### config.mk
export PLATFORM = sky130hd
export DESIGN_NAME = invaders_ram_arbiter
export DESIGN_NICKNAME = d
export VERILOG_FILES = /design/src/rtl/invaders_pkg.sv /design/src/rtl/invaders_ram_clear.sv /design/src/rtl/invaders_ram_arbiter.sv
export SDC_FILE = /design/constraint.sdc
export NUM_CORES = 1
export LEC_CHECK = 0
export ABC_AREA = 1
export CORE_MARGIN = 1.5
export CORE_UTILIZATION = 35
export DETAILED_ROUTE_END_ITERATION = 12
export HOLD_SLACK_MARGIN = 0.12
export PLACE_DENSITY = 0.69
export SETUP_SLACK_MARGIN = 0.15
export SYNTH_ARGS = -nofsm -noshare
export SYNTH_HDL_FRONTEND = slang
export SYNTH_SLANG_ARGS = --single-unit
export TNS_END_PERCENT = 10
### constraint.sdc
create_clock -name Clock -period 2.25 [get_ports Clock]
set_input_delay 0.3375 -clock Clock [delete_from_list [all_inputs] [get_ports Clock]]
set_output_delay 0.3375 -clock Clock [all_outputs]
set_load 0.02 [all_outputs]
### src/rtl/invaders_pkg.sv
// rtl/invaders_pkg.sv - shared types and defaults for the invaders RAM arbiter
package invaders_pkg;

    localparam int          RAM_AW_DEFAULT   = 13;
    localparam logic [15:0] RAM_BASE_DEFAULT = 16'h2000;

    typedef enum logic [2:0] {
        ST_CLEAR = 3'd0,
        ST_IDLE  = 3'd1,
        ST_VRD   = 3'd2,
        ST_VCAP  = 3'd3,
        ST_CRD   = 3'd4,
        ST_CCAP  = 3'd5,
        ST_CWR   = 3'd6
    } arb_state_t;

endpackage

### src/rtl/invaders_ram_clear.sv
// rtl/invaders_ram_clear.sv - power-on clear sweep counter with start/done handshake
module invaders_ram_clear #(
    parameter int AW             = 13,
    parameter bit START_ON_RESET = 1'b1
) (
    input  logic          Clock,
    input  logic          Reset,
    input  logic          start,
    output logic          busy,
    output logic [AW-1:0] cnt,
    output logic          done
);

    localparam logic [AW-1:0] CNT_MAX = '1;

    // Walk the counter over every RAM offset once; busy drops with the final step
    always_ff @(posedge Clock or posedge Reset) begin
        if (Reset) begin
            busy <= START_ON_RESET;
            cnt  <= '0;
        end else if (start && !busy) begin
            busy <= 1'b1;
            cnt  <= '0;
        end else if (busy) begin
            cnt <= cnt + AW'(1);
            if (cnt == CNT_MAX) begin
                busy <= 1'b0;
            end
        end
    end

    // done marks the cycle that issues the last sweep write
    assign done = busy && (cnt == CNT_MAX);

endmodule

### src/rtl/invaders_ram_arbiter.sv
// rtl/invaders_ram_arbiter.sv - shares the work/video RAM port between CPU and video fetch
module invaders_ram_arbiter
    import invaders_pkg::*;
#(
    parameter int          RAM_AW    = RAM_AW_DEFAULT,
    parameter logic [15:0] RAM_BASE  = RAM_BASE_DEFAULT,
    parameter bit          CLEAR_EN  = 1'b1,
    parameter logic [7:0]  CLEAR_VAL = 8'h00
) (
    input  logic              Clock,
    input  logic              Reset,
    input  logic              cpu_req,
    input  logic              cpu_we,
    input  logic [15:0]       cpu_addr,
    input  logic [7:0]        cpu_wdata,
    output logic [7:0]        cpu_rdata,
    output logic              cpu_ready,
    input  logic              vid_req,
    input  logic [RAM_AW-1:0] vid_addr,
    output logic [7:0]        vid_data,
    output logic              vid_valid,
    output logic              vid_overrun,
    output logic [15:0]       ram_addr,
    output logic [7:0]        ram_wdata,
    output logic              ram_rw_n,
    input  logic [7:0]        ram_rdata,
    output logic              clearing
);

    localparam logic [16:0] RAM_SIZE = 17'(1) << RAM_AW;

    arb_state_t        state;
    logic              vid_pend;
    logic [RAM_AW-1:0] vid_addr_q;
    logic              last_vid;
    logic              clr_vid_d1;

    logic [RAM_AW-1:0] clr_cnt;
    logic              clr_busy;
    logic              clr_done;

    logic [15:0]       cpu_off;
    logic              cpu_in_win;
    logic [15:0]       cpu_ram_addr;
    logic [RAM_AW-1:0] vid_sel_addr;
    logic              cpu_elig;
    logic              vid_elig;
    logic              grant_vid;
    logic              grant_cpu;

    invaders_ram_clear #(
        .AW             (RAM_AW),
        .START_ON_RESET (CLEAR_EN)
    ) u_clear (
        .Clock (Clock),
        .Reset (Reset),
        .start (1'b0),
        .busy  (clr_busy),
        .cnt   (clr_cnt),
        .done  (clr_done)
    );

    // The sweep busy flag is itself a flop, so it serves directly as the clearing output
    assign clearing = clr_busy;

    // Window decode: offsets wrap in 16 bits, so addresses below the base fall out of window
    assign cpu_off      = cpu_addr - RAM_BASE;
    assign cpu_in_win   = {1'b0, cpu_off} < RAM_SIZE;
    assign cpu_ram_addr = RAM_BASE + 16'(cpu_off[RAM_AW-1:0]);

    // A fresh pulse supersedes the latched address, matching the overwrite-on-overrun rule
    assign vid_sel_addr = vid_req ? vid_addr : vid_addr_q;

    // The CPU is not re-granted in its own completion cycle
    assign cpu_elig  = cpu_req && !cpu_ready;
    assign vid_elig  = vid_pend || vid_req;
    assign grant_vid = (state == ST_IDLE) && vid_elig && !(last_vid && cpu_elig);
    assign grant_cpu = (state == ST_IDLE) && cpu_elig && !grant_vid;

    // Video request latch and sticky overrun flag; requests during the sweep are not queued
    always_ff @(posedge Clock or posedge Reset) begin
        if (Reset) begin
            vid_pend    <= 1'b0;
            vid_addr_q  <= '0;
            vid_overrun <= 1'b0;
            clr_vid_d1  <= 1'b0;
        end else begin
            clr_vid_d1 <= vid_req && (state == ST_CLEAR);
            if (vid_req && (state != ST_CLEAR)) begin
                vid_addr_q <= vid_addr;
                if (vid_pend) begin
                    vid_overrun <= 1'b1;
                end
                vid_pend <= !grant_vid;
            end else if (grant_vid) begin
                vid_pend <= 1'b0;
            end
        end
    end

    // Main sequencer: sweep, arbitrate, run one RAM access and register the completion
    always_ff @(posedge Clock or posedge Reset) begin
        if (Reset) begin
            state     <= CLEAR_EN ? ST_CLEAR : ST_IDLE;
            last_vid  <= 1'b0;
            ram_addr  <= '0;
            ram_wdata <= '0;
            ram_rw_n  <= 1'b1;
            cpu_ready <= 1'b0;
            cpu_rdata <= '0;
            vid_valid <= 1'b0;
            vid_data  <= '0;
        end else begin
            ram_rw_n  <= 1'b1;
            cpu_ready <= 1'b0;
            vid_valid <= 1'b0;
            if (clr_vid_d1) begin
                vid_valid <= 1'b1;
                vid_data  <= CLEAR_VAL;
            end
            case (state)
                ST_CLEAR: begin
                    ram_addr  <= RAM_BASE + 16'(clr_cnt);
                    ram_wdata <= CLEAR_VAL;
                    ram_rw_n  <= 1'b0;
                    if (clr_done) begin
                        state <= ST_IDLE;
                    end
                end
                ST_IDLE: begin
                    if (grant_vid) begin
                        last_vid <= 1'b1;
                        ram_addr <= RAM_BASE + 16'(vid_sel_addr);
                        state    <= ST_VRD;
                    end else if (grant_cpu) begin
                        last_vid <= 1'b0;
                        if (!cpu_in_win) begin
                            cpu_ready <= 1'b1;
                            cpu_rdata <= 8'h00;
                        end else begin
                            ram_addr <= cpu_ram_addr;
                            if (cpu_we) begin
                                ram_wdata <= cpu_wdata;
                                ram_rw_n  <= 1'b0;
                                state     <= ST_CWR;
                            end else begin
                                state <= ST_CRD;
                            end
                        end
                    end
                end
                ST_VRD: begin
                    state <= ST_VCAP;
                end
                ST_VCAP: begin
                    vid_data  <= ram_rdata;
                    vid_valid <= 1'b1;
                    state     <= ST_IDLE;
                end
                ST_CRD: begin
                    state <= ST_CCAP;
                end
                ST_CCAP: begin
                    cpu_rdata <= ram_rdata;
                    cpu_ready <= 1'b1;
                    state     <= ST_IDLE;
                end
                ST_CWR: begin
                    cpu_ready <= 1'b1;
                    state     <= ST_IDLE;
                end
                default: begin
                    state <= ST_IDLE;
                end
            endcase
        end
    end

endmodule

==> flow_metrics.tcl <==
set metrics [dict create \
    yosys_warnings 0 \
    vdd_drop_max_mv 0.512 \
    io_pins 95 \
    fin_area_mm2 0.00514 \
    layout.nets 648 \
    syn_area_mm2 0.00384 \
    antenna_found_initial 0 \
    tightest_slew_ps 575 \
    clockRootBuffer "clkbuf_8" \
    path_clk_slew_ps 80 \
    arrival_ps 1630 \
    powerDensity_mw_per_mm2 1240 \
    wl_um 9460 \
    num_rows 38 \
    drive_gt1_share_pct 7.32 \
    hold_viol_final 0 \
    cts_tree "yes" \
    finalClockSkew_ps 9.51 \
    layout_common_cells "208 x nand2_1, 92 x clkdlybuf4s50_1, 73 x dfrtp_1" \
    cts_buffers 9 \
    setup-violations-final 0 \
    gr-total-overflow 0 \
    portBuffers 92 \
    mostFrequentLayoutCell "nand2_1" \
    place_hpwl_um 6960 \
    p_leak_nw 2.63 \
    wl_per_cell_um 12.8 \
    cp_max_fo 9 \
    clk_path_buf_depth 2 \
    post_cts_buffers 0 \
    grt_setup_unrepaired "no" \
    avgViaCountPerCell 4.65 \
    min_period_over_period_pct 87.4 \
    syn2layout_area_growth_pct 33.9 \
    die_h_um 108 \
    final_cells 741 \
    syn_area_per_cell_um2 7.65 \
    track_usage_pct 17.4 \
    path_buf_inv 1 \
    drv_slew 0 \
    clock_sinks 75 \
    drt_iter0_markers 144 \
    grt_max_degree 76 \
    placed_cell_area_mm2 0.00490 \
    grt_first_pass_wirelength_um 15700 \
    r2r_start "state[2]$_DFFE_PP0P_" \
    ys_top_cells_by_area "dfrtp_1 48%, nand2_1 20%, inv_1 5.4%" \
    grt_pass1_vias 3501 \
    crit_path_max_incr_delay_ps 640 \
    route.detailed.drc 0 \
    crit_path_end_kind "output pin" \
    tns_ps 0 \
    status "completed" \
    die_area_mm2 0.0116 \
    async_reset_ff_share_pct 100 \
    hold_class "input port to async pin" \
    r2r_slack_ps 510 \
    drtPass1Iterations 4 \
    yosysSeqAreaShare_pct 48.9 \
    cp_cell_sequence "clkdlybuf4s50_1" \
    dieWidth_um 108 \
    synth_top_cell_area_share_pct 47.6 \
    ant_nets 0 \
    fmax_mhz 508 \
    ys_seq_elements 75 \
    p_total_w 0.00637 \
    critPathTopFamily "flip-flops" \
    vias 3447 \
    synth_cell_types 36 \
    reg2reg_to "ram_addr[10]$_DFFE_PP0P_" \
    fillers 1075 \
    routabilityCongestion 0.821 \
    initial_core_util_pct 35.7 \
    slowest_stage "dfstp_2" \
    relSlewSlack_pct 61.5 \
    r2r.worst_path.cells 8 \
    core_area_mm2 0.0107 \
    criticalPathCategory "flip-flop to output pin" \
    dpl.cell_count 725 \
    ys_dominant_reg_cell "dfrtp_1" \
    htree_num_levels 3 \
    critPathRequiredTime_ps 1910 \
    clk_latency_ps 350 \
    finalCriticalPeriod_ps 1970 \
    antenna_cells 0 \
    start_kind "flip-flop" \
    maxCapViolations 0 \
    yosysTopAreaCell "dfrtp_1" \
    synth_edf_count 0 \
    netlist_instances 502 \
]
-- stage by stage --
stage / hold WS (ps) / util, % / worst slack (ps)
global route: 469 / 47.8 / 238
floorplan: 442 / - / 647
global placement: 452 / 45.6 / 246
detailed placement: 451 / 45.6 / 195
finish: 450 / 47.8 / 283
CTS: 455 / 47.8 / 272
-- registers in the layout (all words and copies together), names as in the netlist, 3 cells and up --
signal       flops
cpu_rdata        8
ram_addr        14
ram_wdata        8
state            3
u_clear.cnt     13
vid_addr_q      13
vid_data         8
-- power by group --
group | switching, W | internal, W | leakage [nW]
sequential | 0.000257 | 0.00181 | 0.980
combinational | 0.00191 | 0.00117 | 1.53
clock | 0.000551 | 0.000669 | 0.115
-- repair_timing --
action | 4_1_cts | 5_1_grt
resized for setup | 0 | 1
setup endpoints to repair | 0 | 2
hold buffers | 0 | 0
-- layout make-up --
| cell class | count | area [um2] | area share (%) |
|---|---|---|---|
| sequential | 75 | 1880 | 36.6 |
| multi-input combinational | 351 | 1640 | 31.9 |
| timing repair buffer | 98 | 978 | 19.0 |
| inverter | 61 | 233 | 4.53 |
| tap | 140 | 175 | 3.41 |
| clock buffer | 10 | 138 | 2.68 |
| clock inverter | 6 | 96.3 | 1.87 |
-- cells in the mapped netlist (3+ instances only) --
cell type  count
xor2_1         9
inv_1         55
a21oi_1        3
nand2_1      208
buf_4          4
nand3_1       41
nand4_1        3
o21ai_0       17
nand3b_1       8
buf_2          8
nand2_4        4
inv_2          5
nor2_1        29
dfrtp_1       73
and2_0         8
-- worst max path at each step --
stage          cells past startpoint  slack [ps]                    from                         end
2_1_floorplan                      7         650  u_clear.busy$_DFF_PP1_  u_clear.cnt[9]$_DFFE_PP0P_
3_3_place_gp                      10         250            cpu_addr[13]    ram_wdata[5]$_DFFE_PP0P_
3_5_place_dp                      10         200            cpu_addr[13]     ram_addr[2]$_DFFE_PP0P_
4_1_cts                            1         270  u_clear.busy$_DFF_PP1_                    clearing
5_1_grt                            1         240  u_clear.busy$_DFF_PP1_                    clearing
6_report                           1         280  u_clear.busy$_DFF_PP1_                    clearing
-- per-layer routing --
metal | wire (um) | track usage (%) | share of wire [%]
met1 | 4070 | 20.7 | 43
met2 | 4720 | 31.0 | 50
met4 | 146 | 5.73 | 1.5
met5 | 0 | 0 | 0
met3 | 520 | 3.69 | 5.5
-- kinds of logic after synthesis --
family	share of synthesized area (%)
compound gates	3.45
xor+xnor	2.28
fa+ha+maj	0.652
buf+inv	8.57
flops	48.9
mux	0.293
other cells	0.0977
simple gates	35.7
No activity file was read; power rests on OpenSTA's default activity.
